$ cat src/rtl/cfu_simd_mac.sv
// SIMD multiply-accumulate CFU: offset-corrected lane-wise MAC into a persistent accumulator,
// plus a plain 32-bit multiply, behind a single-command-in-flight valid/ready CFU bus.
module cfu_simd_mac #(
    parameter int unsigned LANES      = 4,
    parameter int unsigned LANE_W     = 8,
    parameter int unsigned OFF_W      = 9,
    parameter int unsigned ACC_W      = 32,
    parameter int unsigned MUL_STAGES = 2
) (
    input  logic        clk,
    input  logic        reset_n,
    input  logic        cmd_valid,
    output logic        cmd_ready,
    input  logic [9:0]  cmd_payload_function_id,
    input  logic [31:0] cmd_payload_inputs_0,
    input  logic [31:0] cmd_payload_inputs_1,
    output logic        rsp_valid,
    input  logic        rsp_ready,
    output logic [31:0] rsp_payload_outputs_0
);

    localparam int unsigned PROD_W = LANE_W + OFF_W + 1;
    localparam int unsigned CNT_W  = $clog2(MUL_STAGES + 1) + 1;

    typedef enum logic [1:0] {ST_IDLE, ST_BUSY, ST_RESP} state_t;

    state_t                    r_state;
    state_t                    w_state_nxt;
    logic [CNT_W-1:0]          r_cnt;
    logic [31:0]               r_a;
    logic [31:0]               r_b;
    logic [9:0]                r_fid;
    logic signed [ACC_W-1:0]   r_acc;
    logic signed [OFF_W-1:0]   r_off;
    logic [31:0]               r_result;
    logic                      r_rsp_valid;
    logic [31:0]               r_mul_pipe [MUL_STAGES];
    logic signed [ACC_W-1:0]   r_sum_pipe [MUL_STAGES];

    logic                      w_accept;
    logic                      w_commit;
    logic                      w_rsp_done;
    logic [31:0]               w_mul;
    logic signed [ACC_W-1:0]   w_sum;
    logic signed [ACC_W-1:0]   w_mac_acc;
    logic signed [ACC_W-1:0]   w_acc_nxt;
    logic signed [OFF_W-1:0]   w_off_nxt;
    logic [31:0]               w_result;

    // Sum over lanes of (sext(a_i) + off) * sext(b_i), reduced modulo 2^ACC_W
    function automatic logic signed [ACC_W-1:0] mac_sum(
        input logic [31:0]             a,
        input logic [31:0]             b,
        input logic signed [OFF_W-1:0] off
    );
        logic signed [LANE_W-1:0] a_l;
        logic signed [LANE_W-1:0] b_l;
        logic signed [OFF_W:0]    a_o;
        logic signed [PROD_W-1:0] p;
        logic signed [ACC_W-1:0]  s;
        s = '0;
        for (int i = 0; i < int'(LANES); i++) begin
            a_l = a[i*LANE_W +: LANE_W];
            b_l = b[i*LANE_W +: LANE_W];
            a_o = (OFF_W+1)'(a_l) + (OFF_W+1)'(off);
            p   = PROD_W'(a_o) * PROD_W'(b_l);
            s   = s + ACC_W'(p);
        end
        return s;
    endfunction

    // State register
    always_ff @(posedge clk or negedge reset_n) begin
        if (!reset_n) r_state <= ST_IDLE;
        else          r_state <= w_state_nxt;
    end

    // Next-state logic
    always_comb begin
        w_state_nxt = r_state;
        case (r_state)
            ST_IDLE: if (cmd_valid)                          w_state_nxt = ST_BUSY;
            ST_BUSY: if (r_cnt == CNT_W'(MUL_STAGES))        w_state_nxt = ST_RESP;
            ST_RESP: if (rsp_ready)                          w_state_nxt = ST_IDLE;
            default:                                         w_state_nxt = ST_IDLE;
        endcase
    end

    // FSM outputs
    always_comb begin
        cmd_ready  = 1'b0;
        w_accept   = 1'b0;
        w_commit   = 1'b0;
        w_rsp_done = 1'b0;
        case (r_state)
            ST_IDLE: begin
                cmd_ready = 1'b1;
                w_accept  = cmd_valid;
            end
            ST_BUSY: w_commit   = (r_cnt == CNT_W'(MUL_STAGES));
            ST_RESP: w_rsp_done = rsp_ready;
            default: ;
        endcase
    end

    // Command capture and latency counter
    always_ff @(posedge clk or negedge reset_n) begin
        if (!reset_n) begin
            r_a   <= '0;
            r_b   <= '0;
            r_fid <= '0;
            r_cnt <= '0;
        end else if (w_accept) begin
            r_a   <= cmd_payload_inputs_0;
            r_b   <= cmd_payload_inputs_1;
            r_fid <= cmd_payload_function_id;
            r_cnt <= '0;
        end else if (r_state == ST_BUSY) begin
            r_cnt <= r_cnt + CNT_W'(1);
        end
    end

    assign w_mul = r_a * r_b;
    assign w_sum = mac_sum(r_a, r_b, r_off);

    // Multiplier pipeline; operands stay in the capture registers while busy
    always_ff @(posedge clk or negedge reset_n) begin
        if (!reset_n) begin
            for (int k = 0; k < int'(MUL_STAGES); k++) begin
                r_mul_pipe[k] <= '0;
                r_sum_pipe[k] <= '0;
            end
        end else if (r_state == ST_BUSY) begin
            r_mul_pipe[0] <= w_mul;
            r_sum_pipe[0] <= w_sum;
            for (int k = 1; k < int'(MUL_STAGES); k++) begin
                r_mul_pipe[k] <= r_mul_pipe[k-1];
                r_sum_pipe[k] <= r_sum_pipe[k-1];
            end
        end
    end

    assign w_mac_acc = r_acc + r_sum_pipe[MUL_STAGES-1];

    // Op decode; any nonzero modifier makes the op a no-op returning zero
    always_comb begin
        w_acc_nxt = r_acc;
        w_off_nxt = r_off;
        w_result  = '0;
        if (r_fid[9:3] == 7'd0) begin
            case (r_fid[2:0])
                3'd0: w_result = r_mul_pipe[MUL_STAGES-1];
                3'd1: begin
                    w_off_nxt = r_a[OFF_W-1:0];
                    w_acc_nxt = '0;
                end
                3'd2: begin
                    w_acc_nxt = w_mac_acc;
                    w_result  = 32'(w_mac_acc);
                end
                3'd3: w_result = 32'(r_acc);
                3'd4: begin
                    w_result  = 32'(r_acc);
                    w_acc_nxt = '0;
                end
                default: ;
            endcase
        end
    end

    // Architectural state and response registers
    always_ff @(posedge clk or negedge reset_n) begin
        if (!reset_n) begin
            r_acc       <= '0;
            r_off       <= '0;
            r_result    <= '0;
            r_rsp_valid <= 1'b0;
        end else if (w_commit) begin
            r_acc       <= w_acc_nxt;
            r_off       <= w_off_nxt;
            r_result    <= w_result;
            r_rsp_valid <= 1'b1;
        end else if (w_rsp_done) begin
            r_rsp_valid <= 1'b0;
        end
    end

    assign rsp_valid             = r_rsp_valid;
    assign rsp_payload_outputs_0 = r_result;

endmodule

$ cat config.mk
export PLATFORM = sky130hd
export DESIGN_NAME = cfu_simd_mac
export DESIGN_NICKNAME = d
export VERILOG_FILES = /design/src/rtl/cfu_simd_mac.sv
export SDC_FILE = /design/constraint.sdc
export NUM_CORES = 2
export LEC_CHECK = 0
export ABC_AREA = 1
export BUFFER_PORTS_ARGS = -buffer_cell sky130_fd_sc_hd__buf_2
export CAP_MARGIN = 20
export CORE_MARGIN = 2
export CORE_UTILIZATION = 55
export DETAILED_ROUTE_END_ITERATION = 7
export PLACE_DENSITY_LB_ADDON = 0.25
export SLEW_MARGIN = 20
export SYNTH_ARGS = -nofsm -noshare
export SYNTH_HDL_FRONTEND = slang
export SYNTH_SLANG_ARGS = --single-unit
$ cat constraint.sdc
create_clock -name clk -period 20.8 [get_ports clk]
set_input_delay 2.08 -clock clk [delete_from_list [all_inputs] [get_ports clk]]
set_output_delay 2.08 -clock clk [all_outputs]
set_load 0.1 [all_outputs]
==> flow_summary.json <==
{
  "status": "finished clean",
  "fmax_mhz": 110,
  "synth_edf_count": 0,
  "initial_core_util_pct": 55.6,
  "overflow": 0,
  "slowest_stage": "dfrtp_1",
  "cts_sinks": 259,
  "place_hpwl_um": 97500,
  "setup_viol": 0,
  "synth_ff_type": "dfrtp_1",
  "drc_errors": 0,
  "grtUsageTotal_pct": 31.5,
  "diodes": 0,
  "fin_crit_ns": 9.13,
  "htreeDepth": 1,
  "final_antenna_net_count": 0,
  "vias": 34064,
  "ys_async_sr_fraction_pct": 100,
  "maxCapViolations": 0,
  "die_x_um": 284,
  "critPathLaunchType": "flip-flop",
  "clkTransAtPathRegs_ns": 0.06,
  "final_layout_size_suffix_gt1_share_pct": 5.31,
  "antenna_found_initial": 1,
  "dieArea_sq_um": 80500,
  "slew_violations": 0,
  "path_max_fanout": 17,
  "place.gp.congestion": 0.948,
  "hold_viol": 0,
  "yosys.area.top_type": "fa_1",
  "cts_resized": 0,
  "rsz0062_at_grt": "no",
  "synth.top_cell.area_share_pct": 36.8,
  "setup_tns_ns": 0,
  "worstSetupPathType": "reg -> reg",
  "syn2layout_area_growth_pct": 5.95,
  "cts_buffers": 31,
  "grt_pass1_wl_um": 197000,
  "coreArea_sq_um": 77500,
  "grt_start_max_net_pins": 102,
  "drtIter0Drc": 2412,
  "relSlewSlack_pct": 20.8,
  "required_ns": 21.28,
  "final_cell_area_sq_um": 45600,
  "synth_fp_nets": 6521,
  "ctsLongestPathBuffers": 3,
  "multi_input_area_sq_um": 30600,
  "drt_first_pass_iters": 6,
  "final_nets": 6515,
  "portBuffers": 111,
  "wl_met1_um": 50900,
  "cpPeakStageDelay_ns": 0.85,
  "clock_latency_ns": 0.64,
  "cp_data_arrival_time_ns": 9.61,
  "ys_ff_latch": 259,
  "period_share_pct": 43.9,
  "ys_types": 62,
  "cp-end-kind": "flip-flop",
  "worst_pin_slew_ns": 1.19,
  "clock_skew_ns": 0.0337,
  "yosysWarningCount": 0,
  "syn_area_per_cell_sq_um": 8.05,
  "boundaryPins": 112,
  "grt_pass1_vias": 35173,
  "rows": 102,
  "cts-hold-fix-buffers": 0,
  "via_per_inst": 5.32,
  "die_h_um": 284,
  "fill_cells": 7085,
  "path_common_cell": "fa_1",
  "cts_setup_buffers": 0,
  "postSynthCellCount": 5346,
  "place_area_sq_um": 44500,
  "cts-root-buf": "clkbuf_16",
  "cts_tree": "built",
  "wl_met3_um": 10300,
  "yosysSeqAreaShare_pct": 15.1,
  "hp-class": "reg -> reg",
  "synth_area_leaders": "fa_1, dfrtp_1, nand2_1, inv_1, ha_1",
  "top_layer": "met4",
  "dr_wl_met2_um": 56200,
  "ff_latch_area_sq_um": 6480,
  "routed_wl_um": 123000,
  "syn_area_sq_um": 43000,
  "detail_route.wl_per_cell_um": 19.2
}
-- cell usage after synthesis (7+ instances only) --
cell	count
nand2_1	1374
inv_1	1355
fa_1	792
ha_1	305
nor2_1	277
dfrtp_1	259
o21ai_0	194
nand3_1	135
clkbuf_1	126
a21oi_1	108
xor2_1	47
buf_2	33
buf_1	29
or2_2	26
xnor2_1	25
a21o_1	22
o21ai_1	21
a22oi_1	20
nand4_1	19
nor3_1	19
o21bai_1	18
nand3b_1	16
a22o_1	14
inv_2	11
clkinv_1	8
or2_1	7
-- per-layer routing --
metal	vias up	global-route usage, %
met5	-	0
li1	15614	-
met4	0	11.9
met2	1391	50.1
met3	256	5.36
met1	16803	43.5
-- logic make-up after synthesis --
kind of cell | Yosys count | share of synthesized area, %
AOI/OAI and AO/OA | 451 | 6.16
buffers and inverters | 1569 | 13.8
adders and majority gates | 1097 | 45.7
DFF | 259 | 15.1
and+or+nand+nor | 1894 | 17.6
xor gates and xnor gates | 76 | 1.64
-- cell type report --
type                       count  share of cell area (%)
clock buffer                  42                    1.97
clock inverter                15                   0.477
inverter                    1374                    11.3
multi-input combinational   3518                    67.1
sequential                   259                    14.2
tap                         1040                    2.85
timing repair buffer         156                    2.02
-- layout by cell type, fill, tap and decap left out, drive strengths merged, types with 2 or more instances in the layout --
| cell type | netlist | layout |
|---|---|---|
| nand2 | 1380 | 1380 |
| inv | 1366 | 1370 |
| fa | 792 | 792 |
| ha | 305 | 305 |
| nor2 | 280 | 280 |
| dfrtp | 259 | 259 |
| o21ai | 218 | 218 |
| buf | 65 | 156 |
| nand3 | 136 | 136 |
| a21oi | 113 | 113 |
| xor2 | 49 | 49 |
| clkbuf | 130 | 42 |
| or2 | 36 | 36 |
| xnor2 | 27 | 27 |
| a22oi | 23 | 23 |
| nor3 | 23 | 23 |
| a21o | 22 | 22 |
| nand4 | 19 | 19 |
| o21bai | 19 | 19 |
| nand3b | 16 | 16 |
| a22o | 14 | 14 |
| clkinv | 8 | 13 |
| o21a | 5 | 5 |
| o31ai | 5 | 5 |
| o22ai | 5 | 5 |
| a32o | 5 | 5 |
| a211oi | 4 | 4 |
| bufinv | 0 | 4 |
| o211ai | 4 | 4 |
| a31oi | 3 | 3 |
| a221oi | 3 | 3 |
| a21boi | 3 | 3 |
| o221ai | 2 | 2 |
| and2 | 2 | 2 |
| clkinvlp | 0 | 2 |
-- final timing paths --
path                                start        endpoint  slack, ns  cells after the start
max reg2reg                       r_a[18]  r_sum_pipe[62]      11.67                     33
max                               r_a[18]  r_sum_pipe[62]      11.67                     33
max in group asynchronous         reset_n         r_b[31]      18.03                      2
min in group asynchronous         reset_n       r_acc[12]       1.41                      1
min reg2reg                r_mul_pipe[63]  r_mul_pipe[31]       0.47                      2
min                        r_mul_pipe[63]  r_mul_pipe[31]       0.47                      2
-- stage by stage --
step                setup slack, ns  instances  utilization (%)  hold slack [ns]
global route                  11.17       6404             58.9            0.494
finish                        11.67       6404             58.9            0.468
global placement              11.96       6345             57.4            0.454
floorplan                     13.07       5346                -            0.442
CTS                           11.79       6403             58.8            0.471
detailed placement            11.85       6346             57.4            0.459
-- registers in the layout, summed over array words and instances, names as in the netlist --
register,count
r_cnt,3
r_acc,32
r_fid,10
r_a,32
rsp_valid,1
r_mul_pipe,64
r_sum_pipe,42
r_state,2
rsp_payload_outputs_0,32
r_b,32
r_off,9
-- critical path, delay by kind of cell (launching register included) --
kind	cells	cell delay, ns
AO/OA/AOI/OAI	6	0.80
XOR/XNOR	1	0.16
adder cells (fa/ha/maj)	10	4.89
flip-flops	1	0.85
buffers and inverters	6	0.55
AND/OR/NAND/NOR	10	1.72
Power is not shown: default switching activity piles up to over one toggle a cycle in this logic, so the estimate is an artifact.
